File: src/rtl/sub_dispatcher.sv
// -----------------------------------------------------------------------------
// sub_dispatcher
//   Hands fork requests from the main core to idle sub cores, chosen by
//   round-robin. For each sub core it issues a one-cycle launch pulse with the
//   start PC and tracks the core as busy until the core reports ended. A join
//   handshake completes once every sub core is idle.
//
// Ports
//   clk, rst        system clock, asynchronous active-high reset
//   fork_valid/pc   launch request from main, held stable while valid
//   fork_ready      an idle core exists and no join is pending
//   fork_id         core picked for the current request
//   join_req        level request: wait until all sub cores are idle
//   join_done       one-cycle completion pulse for the join
//   exec_requested  per-core launch pulse
//   requested_pc    per-core start PC, core i at [i*PC_W +: PC_W]
//   sub_ended       per-core ended flag coming back from the sub cores
//   busy, n_busy    per-core busy flags and their population count
//
// Core FSM
//   state      | meaning
//   C_IDLE     | free, selectable by a fork
//   C_LAUNCH   | exec_requested pulse cycle, sub_ended ignored
//   C_WAIT_CLR | waiting for a stale ended flag from the last run to drop
//   C_RUN      | running, returns to C_IDLE when sub_ended rises
//
// Join FSM
//   state      | meaning
//   J_IDLE     | no join outstanding
//   J_WAIT     | forks blocked, waiting for busy == 0
// -----------------------------------------------------------------------------
module sub_dispatcher #(
   parameter int  N_SUB = 4,
   parameter int  PC_W  = 32,
   localparam int ID_W  = $clog2(N_SUB),
   localparam int CNT_W = $clog2(N_SUB + 1)
) (
   input  logic                    clk,
   input  logic                    rst,
   input  logic                    fork_valid,
   input  logic [PC_W-1:0]         fork_pc,
   output logic                    fork_ready,
   output logic [ID_W-1:0]         fork_id,
   input  logic                    join_req,
   output logic                    join_done,
   output logic [N_SUB-1:0]        exec_requested,
   output logic [N_SUB*PC_W-1:0]   requested_pc,
   input  logic [N_SUB-1:0]        sub_ended,
   output logic [N_SUB-1:0]        busy,
   output logic [CNT_W-1:0]        n_busy
);

   localparam int SW = ID_W + 1;

   typedef enum logic [1:0] {C_IDLE, C_LAUNCH, C_WAIT_CLR, C_RUN} core_state_e;
   typedef enum logic {J_IDLE, J_WAIT} join_state_e;

   core_state_e               core_q [N_SUB];
   core_state_e               core_d [N_SUB];
   join_state_e               join_q, join_d;
   logic [ID_W-1:0]           rr_ptr_q, rr_ptr_d;
   logic [N_SUB-1:0]          exec_q, exec_d;
   logic [N_SUB*PC_W-1:0]     pc_q, pc_d;
   logic                      join_done_q, join_done_d;

   logic [N_SUB-1:0]          idle;
   logic                      any_idle;
   logic [ID_W-1:0]           pick;
   logic                      accept;

   always_comb begin
      for (int i = 0; i < N_SUB; i++) begin
         idle[i] = (core_q[i] == C_IDLE);
         busy[i] = !idle[i];
      end
   end

   // Walk offsets from the far end down so the idle core closest to rr_ptr
   // is the one left in pick.
   always_comb begin : pick_core
      logic [SW-1:0] idx;
      pick     = rr_ptr_q;
      any_idle = 1'b0;
      idx      = '0;
      for (int off = N_SUB - 1; off >= 0; off--) begin
         idx = {1'b0, rr_ptr_q} + SW'(off);
         if (idx >= SW'(N_SUB)) begin
            idx = idx - SW'(N_SUB);
         end
         if (idle[idx[ID_W-1:0]]) begin
            pick     = idx[ID_W-1:0];
            any_idle = 1'b1;
         end
      end
   end

   assign fork_ready = any_idle && (join_q == J_IDLE) && !join_req;
   assign accept     = fork_valid && fork_ready;
   assign fork_id    = pick;

   always_comb begin
      pc_d   = pc_q;
      exec_d = '0;
      for (int i = 0; i < N_SUB; i++) begin
         core_d[i] = core_q[i];
         case (core_q[i])
            C_IDLE: begin
               if (accept && (pick == ID_W'(i))) begin
                  core_d[i]              = C_LAUNCH;
                  exec_d[i]              = 1'b1;
                  pc_d[i*PC_W +: PC_W]   = fork_pc;
               end
            end
            C_LAUNCH:   core_d[i] = C_WAIT_CLR;
            C_WAIT_CLR: if (!sub_ended[i]) core_d[i] = C_RUN;
            C_RUN:      if (sub_ended[i])  core_d[i] = C_IDLE;
            default:    core_d[i] = C_IDLE;
         endcase
      end
   end

   always_comb begin
      rr_ptr_d = rr_ptr_q;
      if (accept) begin
         rr_ptr_d = (pick == ID_W'(N_SUB - 1)) ? '0 : pick + ID_W'(1);
      end
   end

   always_comb begin
      join_d      = join_q;
      join_done_d = 1'b0;
      case (join_q)
         J_IDLE: if (join_req) join_d = J_WAIT;
         J_WAIT: begin
            if (busy == '0) begin
               join_done_d = 1'b1;
               join_d      = J_IDLE;
            end
         end
         default: join_d = J_IDLE;
      endcase
   end

   always_comb begin
      n_busy = '0;
      for (int i = 0; i < N_SUB; i++) begin
         n_busy = n_busy + CNT_W'(busy[i]);
      end
   end

   always_ff @(posedge clk or posedge rst) begin
      if (rst) begin
         for (int i = 0; i < N_SUB; i++) begin
            core_q[i] <= C_IDLE;
         end
         join_q      <= J_IDLE;
         rr_ptr_q    <= '0;
         exec_q      <= '0;
         pc_q        <= '0;
         join_done_q <= 1'b0;
      end else begin
         for (int i = 0; i < N_SUB; i++) begin
            core_q[i] <= core_d[i];
         end
         join_q      <= join_d;
         rr_ptr_q    <= rr_ptr_d;
         exec_q      <= exec_d;
         pc_q        <= pc_d;
         join_done_q <= join_done_d;
      end
   end

   assign exec_requested = exec_q;
   assign requested_pc   = pc_q;
   assign join_done      = join_done_q;

endmodule

File: config.mk
export PLATFORM = sky130hd
export DESIGN_NAME = sub_dispatcher
export DESIGN_NICKNAME = d
export VERILOG_FILES = /design/src/rtl/sub_dispatcher.sv
export SDC_FILE = /design/constraint.sdc
export NUM_CORES = 1
export LEC_CHECK = 0
export BUFFER_PORTS_ARGS = -buffer_cell sky130_fd_sc_hd__clkbuf_2
export CORE_MARGIN = 5
export CORE_UTILIZATION = 48
export CTS_BUF_LIST = sky130_fd_sc_hd__clkbuf_16
export DETAILED_ROUTE_END_ITERATION = 8
export GPL_TIMING_DRIVEN = 0
export PLACE_DENSITY = 0.77
export SLEW_MARGIN = 15
export SYNTH_ARGS = -nofsm -noshare
export SYNTH_HDL_FRONTEND = slang
export SYNTH_SLANG_ARGS = --single-unit
File: constraint.sdc
create_clock -name clk -period 4.39 [get_ports clk]
set_clock_uncertainty 0.05 [all_clocks]
set_input_delay 0.439 -clock clk [delete_from_list [all_inputs] [get_ports clk]]
set_output_delay 0.439 -clock clk [all_outputs]
set_load 0.01 [all_outputs]
==> impl_metrics.ini, run 1 <==
[outcome]
status = finished clean

[routing]
drtIter0Drc = 247
dr.pass1.iters = 4
wire_per_inst_microns = 19.04
viasPerCell = 5.240
ant_nets = 0
vias = 4365
drcViolationCount = 0
wirelength_mm = 15.86

[job]
drv_cap = 0

[setup_path]
worstPathArrival_ns = 4.35
worstSetupPathType = reg -> reg
critPathCaptureType = flip-flop
path_max_fanout = 10
cp-start-kind = flip-flop
cp.required_ns = 4.64

[floorplanning]
core_area_sq_um = 13880
rows = 43
die_area_sq_um = 16620
die_h_microns = 128.9
die_x_microns = 128.9
start_util_pct = 48.89
io_pins = 183

[layout]
final_util_pct = 61.60
final_nets = 702
syn_to_final_growth_pct = 26.00
antenna_cells = 0
drive_above_1_share_pct = 58.04
layout_common_cells = clkbuf_2, dfrtp_1, mux2_4
layout_commonest_cell = clkbuf_2
n_fill_cell = 1080

[placed_design]
hpwlAfterDp_mm = 11.35
gp_congestion = 0.8721
port_buffers = 182

[clocking]
ctsHoldBuffers = 0
cts_tree = built
clock_latency_ns = 0.42
numCtsBuffers = 17
cts_root_buf = clkbuf_16
cts_sinks = 144
cts_resized = 0
cts_buffer_depth = 2
clk_pin_slew_ns = 0.06
cts-htree-levels = 4
cts_setup_buffers = 0

[global_route]
grt_pass1_wl_mm = 25.28
first_global_vias = 4671
grt_overflow = 0
grt_max_degree = 74
grt_antenna_before_repair = 0
track_usage_pct = 19.46

[min_path]
hold_class = in -> async

[logic_synthesis]
synthCells = 438
ys_types = 44
syn_avg_cell_area_sq_um = 15.49
ys.flop_type = dfrtp_1
async_flop_share_pct = 100.0
ys_seq_area_share_pct = 53.10
ys_seq_elements = 144
synth-edff-count = 0
synth_area_sq_um = 6787
synth_fp_nets = 500
ys_warn_count = 0

[timing]
finalSetupTns_ns = 0
rsz0062_at_grt = no
setup_viol = 0
max_freq_mhz = 243.9
period_needed_ns = 4.100
slew_viol_final = 0
fin_crit_sh_pct = 93.39
hold_violations = 0
worstMarginPinSlew_ns = 0.6807
max_slew_margin_pct = 54.28

[power]
total_power_mw = 4.678
ir_drop_mv = 0.5853
p_leak_nw = 4.406
p_per_area_nw_per_um2 = 547.1
## layer usage
layer | wire length, microns | vias to the layer above | GRT usage [%]
li1 | - | 1985 | -
met1 | 6640 | 2181 | 24.64
met2 | 7841 | 177 | 32.10
met3 | 1108 | 22 | 5.479
met4 | 267 | 0 | 6.856
met5 | 0 | - | 0
## final cells by class
class	instances	area, sq um	share of cell area (%)
plain buffers	22	195.2	2.283
clock buffers	17	425.4	4.975
clock inverters	15	167.7	1.961
inverters	17	71.32	0.8341
multi-input cells	255	2924	34.20
flip-flops and latches	144	3603	42.14
well taps	180	225.2	2.634
repair buffers	183	938.4	10.97
## flip-flops by register name (all words and copies together), names as in the netlist
name            flops
join_q              1
join_done           1
core_q              8
exec_requested      4
rr_ptr_q            2
requested_pc      128
## worst max-delay path, stage by stage, from the launching register on
cell      delay, ns
dfrtp_1        0.42
inv_1          0.14
ha_1           0.20
clkbuf_1       0.38
nor2b_1        0.09
mux4_1         0.53
a211oi_1       0.30
a21oi_1        0.17
inv_1          0.13
ha_1           0.17
inv_1          0.09
nor4_4         0.66
buf_6          0.29
mux2_2         0.36
## synth_stat cells (all sizes together), types with 4 or more instances
| cell | number | area (sq um) |
|---|---|---|
| o21ai | 4 | 20.02 |
| a21oi | 4 | 20.02 |
| or4 | 7 | 62.56 |
| o211ai | 4 | 30.03 |
| inv | 17 | 63.81 |
| o311ai | 4 | 35.03 |
| nand3 | 6 | 30.03 |
| nor3 | 10 | 83.83 |
| nand2 | 9 | 36.29 |
| ha | 21 | 262.8 |
| nor2b | 7 | 43.79 |
| mux2 | 132 | 1914 |
| dfrtp | 144 | 3603 |
| a221oi | 6 | 52.55 |
| buf | 20 | 187.7 |
| nor2 | 15 | 58.81 |
## per-stage QoR
step	instances	area, sq um	hold slack [ns]	worst slack (ns)
finish	833	8551	0.02491	0.2902
global placement	800	7923	0.4409	-1.268
global route	833	8551	0.06184	0.1138
CTS	833	8551	0.03201	0.3424
detailed placement	801	7958	0.4421	0.3515
floorplan	438	6787	0.4637	0.03472
## worst paths after layout
| path | from | cells past startpoint | to | slack, ns |
|---|---|---|---|---|
| worst max-delay path | core_q[2] | 13 | requested_pc[11] | 0.29 |
| worst min-delay path | rst | 2 | requested_pc[25] | 0.02 |
| worst max register to register | core_q[2] | 13 | requested_pc[11] | 0.29 |
| worst min register to register | requested_pc[19] | 1 | requested_pc[19] | 0.46 |
| max in group asynchronous | rst | 3 | core_q[7] | 3.55 |
| min in group clk | join_req | 3 | join_q | 0.24 |
## cells by family after synthesis
logic type      count (synthesis)  synth area share, %
simple gates                   62                5.660
flops                         144                53.10
xor+xnor                        1               0.1291
mux                           135                29.07
buf+inv                        39                3.816
compound gates                 35                4.056
fa+ha+maj                      22                4.167
## where the power goes
group	total [mW]	switching [mW]	internal, mW
clock network	1.45	0.557	0.889
logic	1.65	0.945	0.700
registers	1.59	0.111	1.47
Power figures use the tool's default switching activity.
==> run 2, diff against run 1 <==
- BUFFER_PORTS_ARGS: -buffer_cell sky130_fd_sc_hd__clkbuf_2 -> -buffer_cell sky130_fd_sc_hd__buf_2
- CTS_CLUSTER_SIZE: unset -> 8
==> impl_metrics.ini, run 2 (same netlist as run 1, synthesis figures left out) <==
[power]
ir_drop_mv = 0.5213
p_leak_nw = 4.454
total_power_mw = 4.586
p_per_area_nw_per_um2 = 538.6

[timing]
fin_crit_sh_pct = 91.41
slew_viol_final = 0
setup_viol = 0
holdWs_ns = 0.01839
rsz0062_at_grt = no
hold_violations = 0
worstMarginPinSlew_ns = 0.6251
finalSetupTns_ns = 0
max_slew_margin_pct = 57.25
max_freq_mhz = 249.2
period_needed_ns = 4.013

[setup_path]
critPathCaptureType = flip-flop
cp_cell_sequence = inv_1, ha_1, buf_2, mux4_2, a2111oi_0, a211o_1, ha_1, inv_1, nor4_4, buf_6, mux2_2
cp.required_ns = 4.64
worstPathArrival_ns = 4.26
worstSetupPathType = reg -> reg
max_stage_delay_ns = 0.65
path_max_fanout = 10
rr_worst_depth = 11
crit_slowest_cell = a2111oi_0
cp-start-kind = flip-flop

[layout]
final_util_pct = 61.35
n_fill_cell = 1089
multi_input_area_sq_um = 2924
syn_to_final_growth_pct = 25.48
drive_above_1_share_pct = 58.04
final_nets = 702
antenna_cells = 0
seqCellArea_sq_um = 3603
largest_reg_flops = 128
layout_commonest_cell = buf_2
layout_common_cells = buf_2, dfrtp_1, mux2_4

[global_route]
track_usage_pct = 18.89
grt_antenna_before_repair = 0
grt_pass1_wl_mm = 24.63
grt_max_degree = 75
grt_overflow = 0
first_global_vias = 4626

[clocking]
cts_sinks = 144
clock_latency_ns = 0.42
cts_resized = 0
cts-htree-levels = 4
cts_buffer_depth = 2
ctsHoldBuffers = 0
cts_setup_buffers = 0
cts_tree = built
cts_root_buf = clkbuf_16
numCtsBuffers = 17
clk_pin_slew_ns = 0.06

[job]
drv_cap = 0

[placed_design]
gp_congestion = 0.8596
hpwlAfterDp_mm = 11.16
port_buffers = 182

[routing]
wire_per_inst_microns = 18.85
drcViolationCount = 0
dr.pass1.iters = 4
drtIter0Drc = 221
viasPerCell = 5.208
vias = 4338
wirelength_mm = 15.71
ant_nets = 0

[floorplanning]
die_h_microns = 128.9
rows = 43
start_util_pct = 48.89
die_area_sq_um = 16620
io_pins = 183
core_area_sq_um = 13880
die_x_microns = 128.9

[min_path]
hold_class = in -> async

[outcome]
status = finished clean
==> run 2: changes by cell type in the layout (fill, tap and decap cells not counted), moves of 2 or more <==
cell / previous run / this run
buf_2: 6 / 188
bufinv_16: 3 / 1
clkbuf_2: 182 / 0
clkinv_2: 3 / 1
clkinvlp_4: 1 / 3
inv_6: 2 / 4
==> run 2: final cells by class <==
class,instances,share of cell area (%)
sequential,144,42.32
multi-input combinational,255,34.34
timing repair buffer,183,11.02
clock buffer,17,4.996
tap,180,2.645
buffer,22,2.292
clock inverter,15,1.557
inverter,17,0.8375
==> run 2: per-stage QoR <==
stage,instance area [sq um],std cells,setup slack [ns]
2_1_floorplan,6787,438,0.03472
3_3_place_gp,7923,800,-1.272
3_5_place_dp,7958,801,0.3863
4_1_cts,8516,833,0.3611
5_1_grt,8516,833,0.1395
6_report,8516,833,0.3771
==> run 2: path summary, 6_finish.rpt <==
kind                                  start                 to  slack, ns
hold reg to reg            requested_pc[94]   requested_pc[94]       0.45
setup / recovery                  core_q[0]   requested_pc[13]       0.38
max in group asynchronous               rst  requested_pc[124]       3.57
min in group clk                   join_req             join_q       0.24
setup reg to reg                  core_q[0]   requested_pc[13]       0.38
hold / removal                          rst  requested_pc[121]       0.02
==> run 2: where the power goes <==
group	internal [mW]	switching, mW	total (mW)	leakage, nW
Combinational	0.702	0.936	1.64	2.27
Clock	0.784	0.583	1.37	0.265
Sequential	1.47	0.107	1.58	1.92
==> run 2: worst max-delay path, delay by kind of cell, from the launching register on <==
| family | cells | cell delay (ns) |
|---|---|---|
| compound gates | 2 | 0.87 |
| fa+ha+maj | 2 | 0.39 |
| buf+inv | 4 | 0.66 |
| flops | 1 | 0.39 |
| mux | 2 | 0.90 |
| simple gates | 1 | 0.63 |
==> run 2: per-layer routing <==
layer | vias up | GRT usage [%] | part of all wire [%]
met5 | - | 0 | 0
met4 | 0 | 6.424 | 1.2
met3 | 17 | 4.857 | 6.5
met2 | 144 | 30.82 | 49
met1 | 2206 | 24.65 | 43
li1 | 1971 | - | -
==> run 3, diff against run 2 <==
- CORE_UTILIZATION: 48 -> 40
- PLACE_DENSITY: 0.77 -> 0.66
==> impl_metrics.ini, run 3 (same netlist as run 1, synthesis figures left out) <==
[outcome]
status = finished clean

[power]
p_leak_nw = 4.470
p_per_area_nw_per_um2 = 539.3
total_power_mw = 4.626
ir_drop_mv = 0.6611

[layout]
drive_above_1_share_pct = 58.04
layout_commonest_cell = buf_2
antenna_cells = 0
postLayoutCellArea_sq_um = 8579
layout_common_cells = buf_2, dfrtp_1, mux2_4
syn_to_final_growth_pct = 26.42
final_nets = 702
largest_reg_flops = 128

[clocking]
cts_buffer_depth = 2
cts_tree = built
cts_resized = 0
cts_sinks = 144
cts_setup_buffers = 0
numCtsBuffers = 17
clk_pin_slew_ns = 0.06
clock_latency_ns = 0.41
cts-htree-levels = 4
ctsHoldBuffers = 0
cts_root_buf = clkbuf_16

[timing]
period_needed_ns = 4.059
max_slew_margin_pct = 53.13
rsz0062_at_grt = no
worstMarginPinSlew_ns = 0.6978
hold_violations = 0
setup_ws_ns = 0.3310
fin_crit_sh_pct = 92.46
slew_viol_final = 0
max_freq_mhz = 246.4
setup_viol = 0

[global_route]
grt_pass1_wl_mm = 26.59
grt_overflow = 0
grt_antenna_before_repair = 0
use_met3_pct = 5.044
first_global_vias = 4815
met2_usage_pct = 27.44
track_usage_pct = 16.77
use_met1_pct = 21.86
grt_busiest_layer = met2
grt_max_degree = 74

[placed_design]
pre_cts_slack_ns = 0.3895
hpwlAfterDp_mm = 11.48
gp_congestion = 0.8130
place_area_sq_um = 8008
port_buffers = 182

[routing]
ant_nets = 0
drcViolationCount = 0
wire_per_inst_microns = 18.75
wirelength_mm = 16.37
viasPerCell = 5.023
vias = 4385
drtIter0Drc = 215
dr.pass1.iters = 4

[setup_path]
worstSetupPathType = reg -> reg
cp-start-kind = flip-flop
critPathCaptureType = flip-flop
cp.required_ns = 4.63
path_max_fanout = 10
worstPathArrival_ns = 4.29

[floorplanning]
die_x_microns = 140.3
io_pins = 183
core_area_sq_um = 16640
die_area_sq_um = 19670
die_h_microns = 140.3
start_util_pct = 40.78
rows = 47

[min_path]
hold_class = in -> async

[job]
drv_cap = 0
run 3: cell type report:
cell class,count,area [sq um]
Buffer,22,195.2
Multi-Input combinational cell,255,2924
Tap cell,220,275.3
Fill cell,1406,8063
Inverter,17,71.32
Clock inverter,15,146.4
Clock buffer,17,425.4
Timing Repair Buffer,183,938.4
Sequential cell,144,3603
run 3: worst max-delay path, cell delays in order (launching register included):
cell and delay [ns]:
dfrtp_1 0.40, inv_1 0.12, ha_1 0.23, buf_2 0.18, mux4_2 0.55, a2111oi_0 0.62
a211o_1 0.22, ha_1 0.17, inv_1 0.09, nor4_4 0.67, buf_6 0.29, mux2_2 0.35
run 3: worst paths after layout:
check                      slack, ns  cells after the start              from                 to
max                             0.33                     11         core_q[0]   requested_pc[11]
min in group clk                0.26                      2        fork_pc[7]  requested_pc[103]
max reg2reg                     0.33                     11         core_q[0]   requested_pc[11]
min reg2reg                     0.45                      1  requested_pc[28]   requested_pc[28]
min                             0.02                      2               rst   requested_pc[87]
max in group asynchronous       3.53                      3               rst   requested_pc[62]
run 3: where the power goes:
part / switching [mW] / internal, mW
sequential: 0.104 / 1.47
clock: 0.567 / 0.834
combinational: 0.944 / 0.703
total: 1.61 / 3.01
run 3: layer usage:
layer / share of wire (%) / up-vias
li1: - / 1976
met4: 0.97 / 0
met1: 43 / 2225
met5: 0 / -
met2: 49 / 171
met3: 7.2 / 13
run 3: per-stage QoR:
step | cells | hold WS (ns) | util [%] | TNS, ns
global placement | 840 | 0.4382 | 47.91 | -189.88
CTS | 873 | 0.02815 | 51.55 | 0
finish | 873 | 0.02415 | 51.55 | 0
global route | 873 | 0.04806 | 51.55 | 0
floorplan | 438 | 0.4637 | - | 0
detailed placement | 841 | 0.4375 | 48.12 | 0
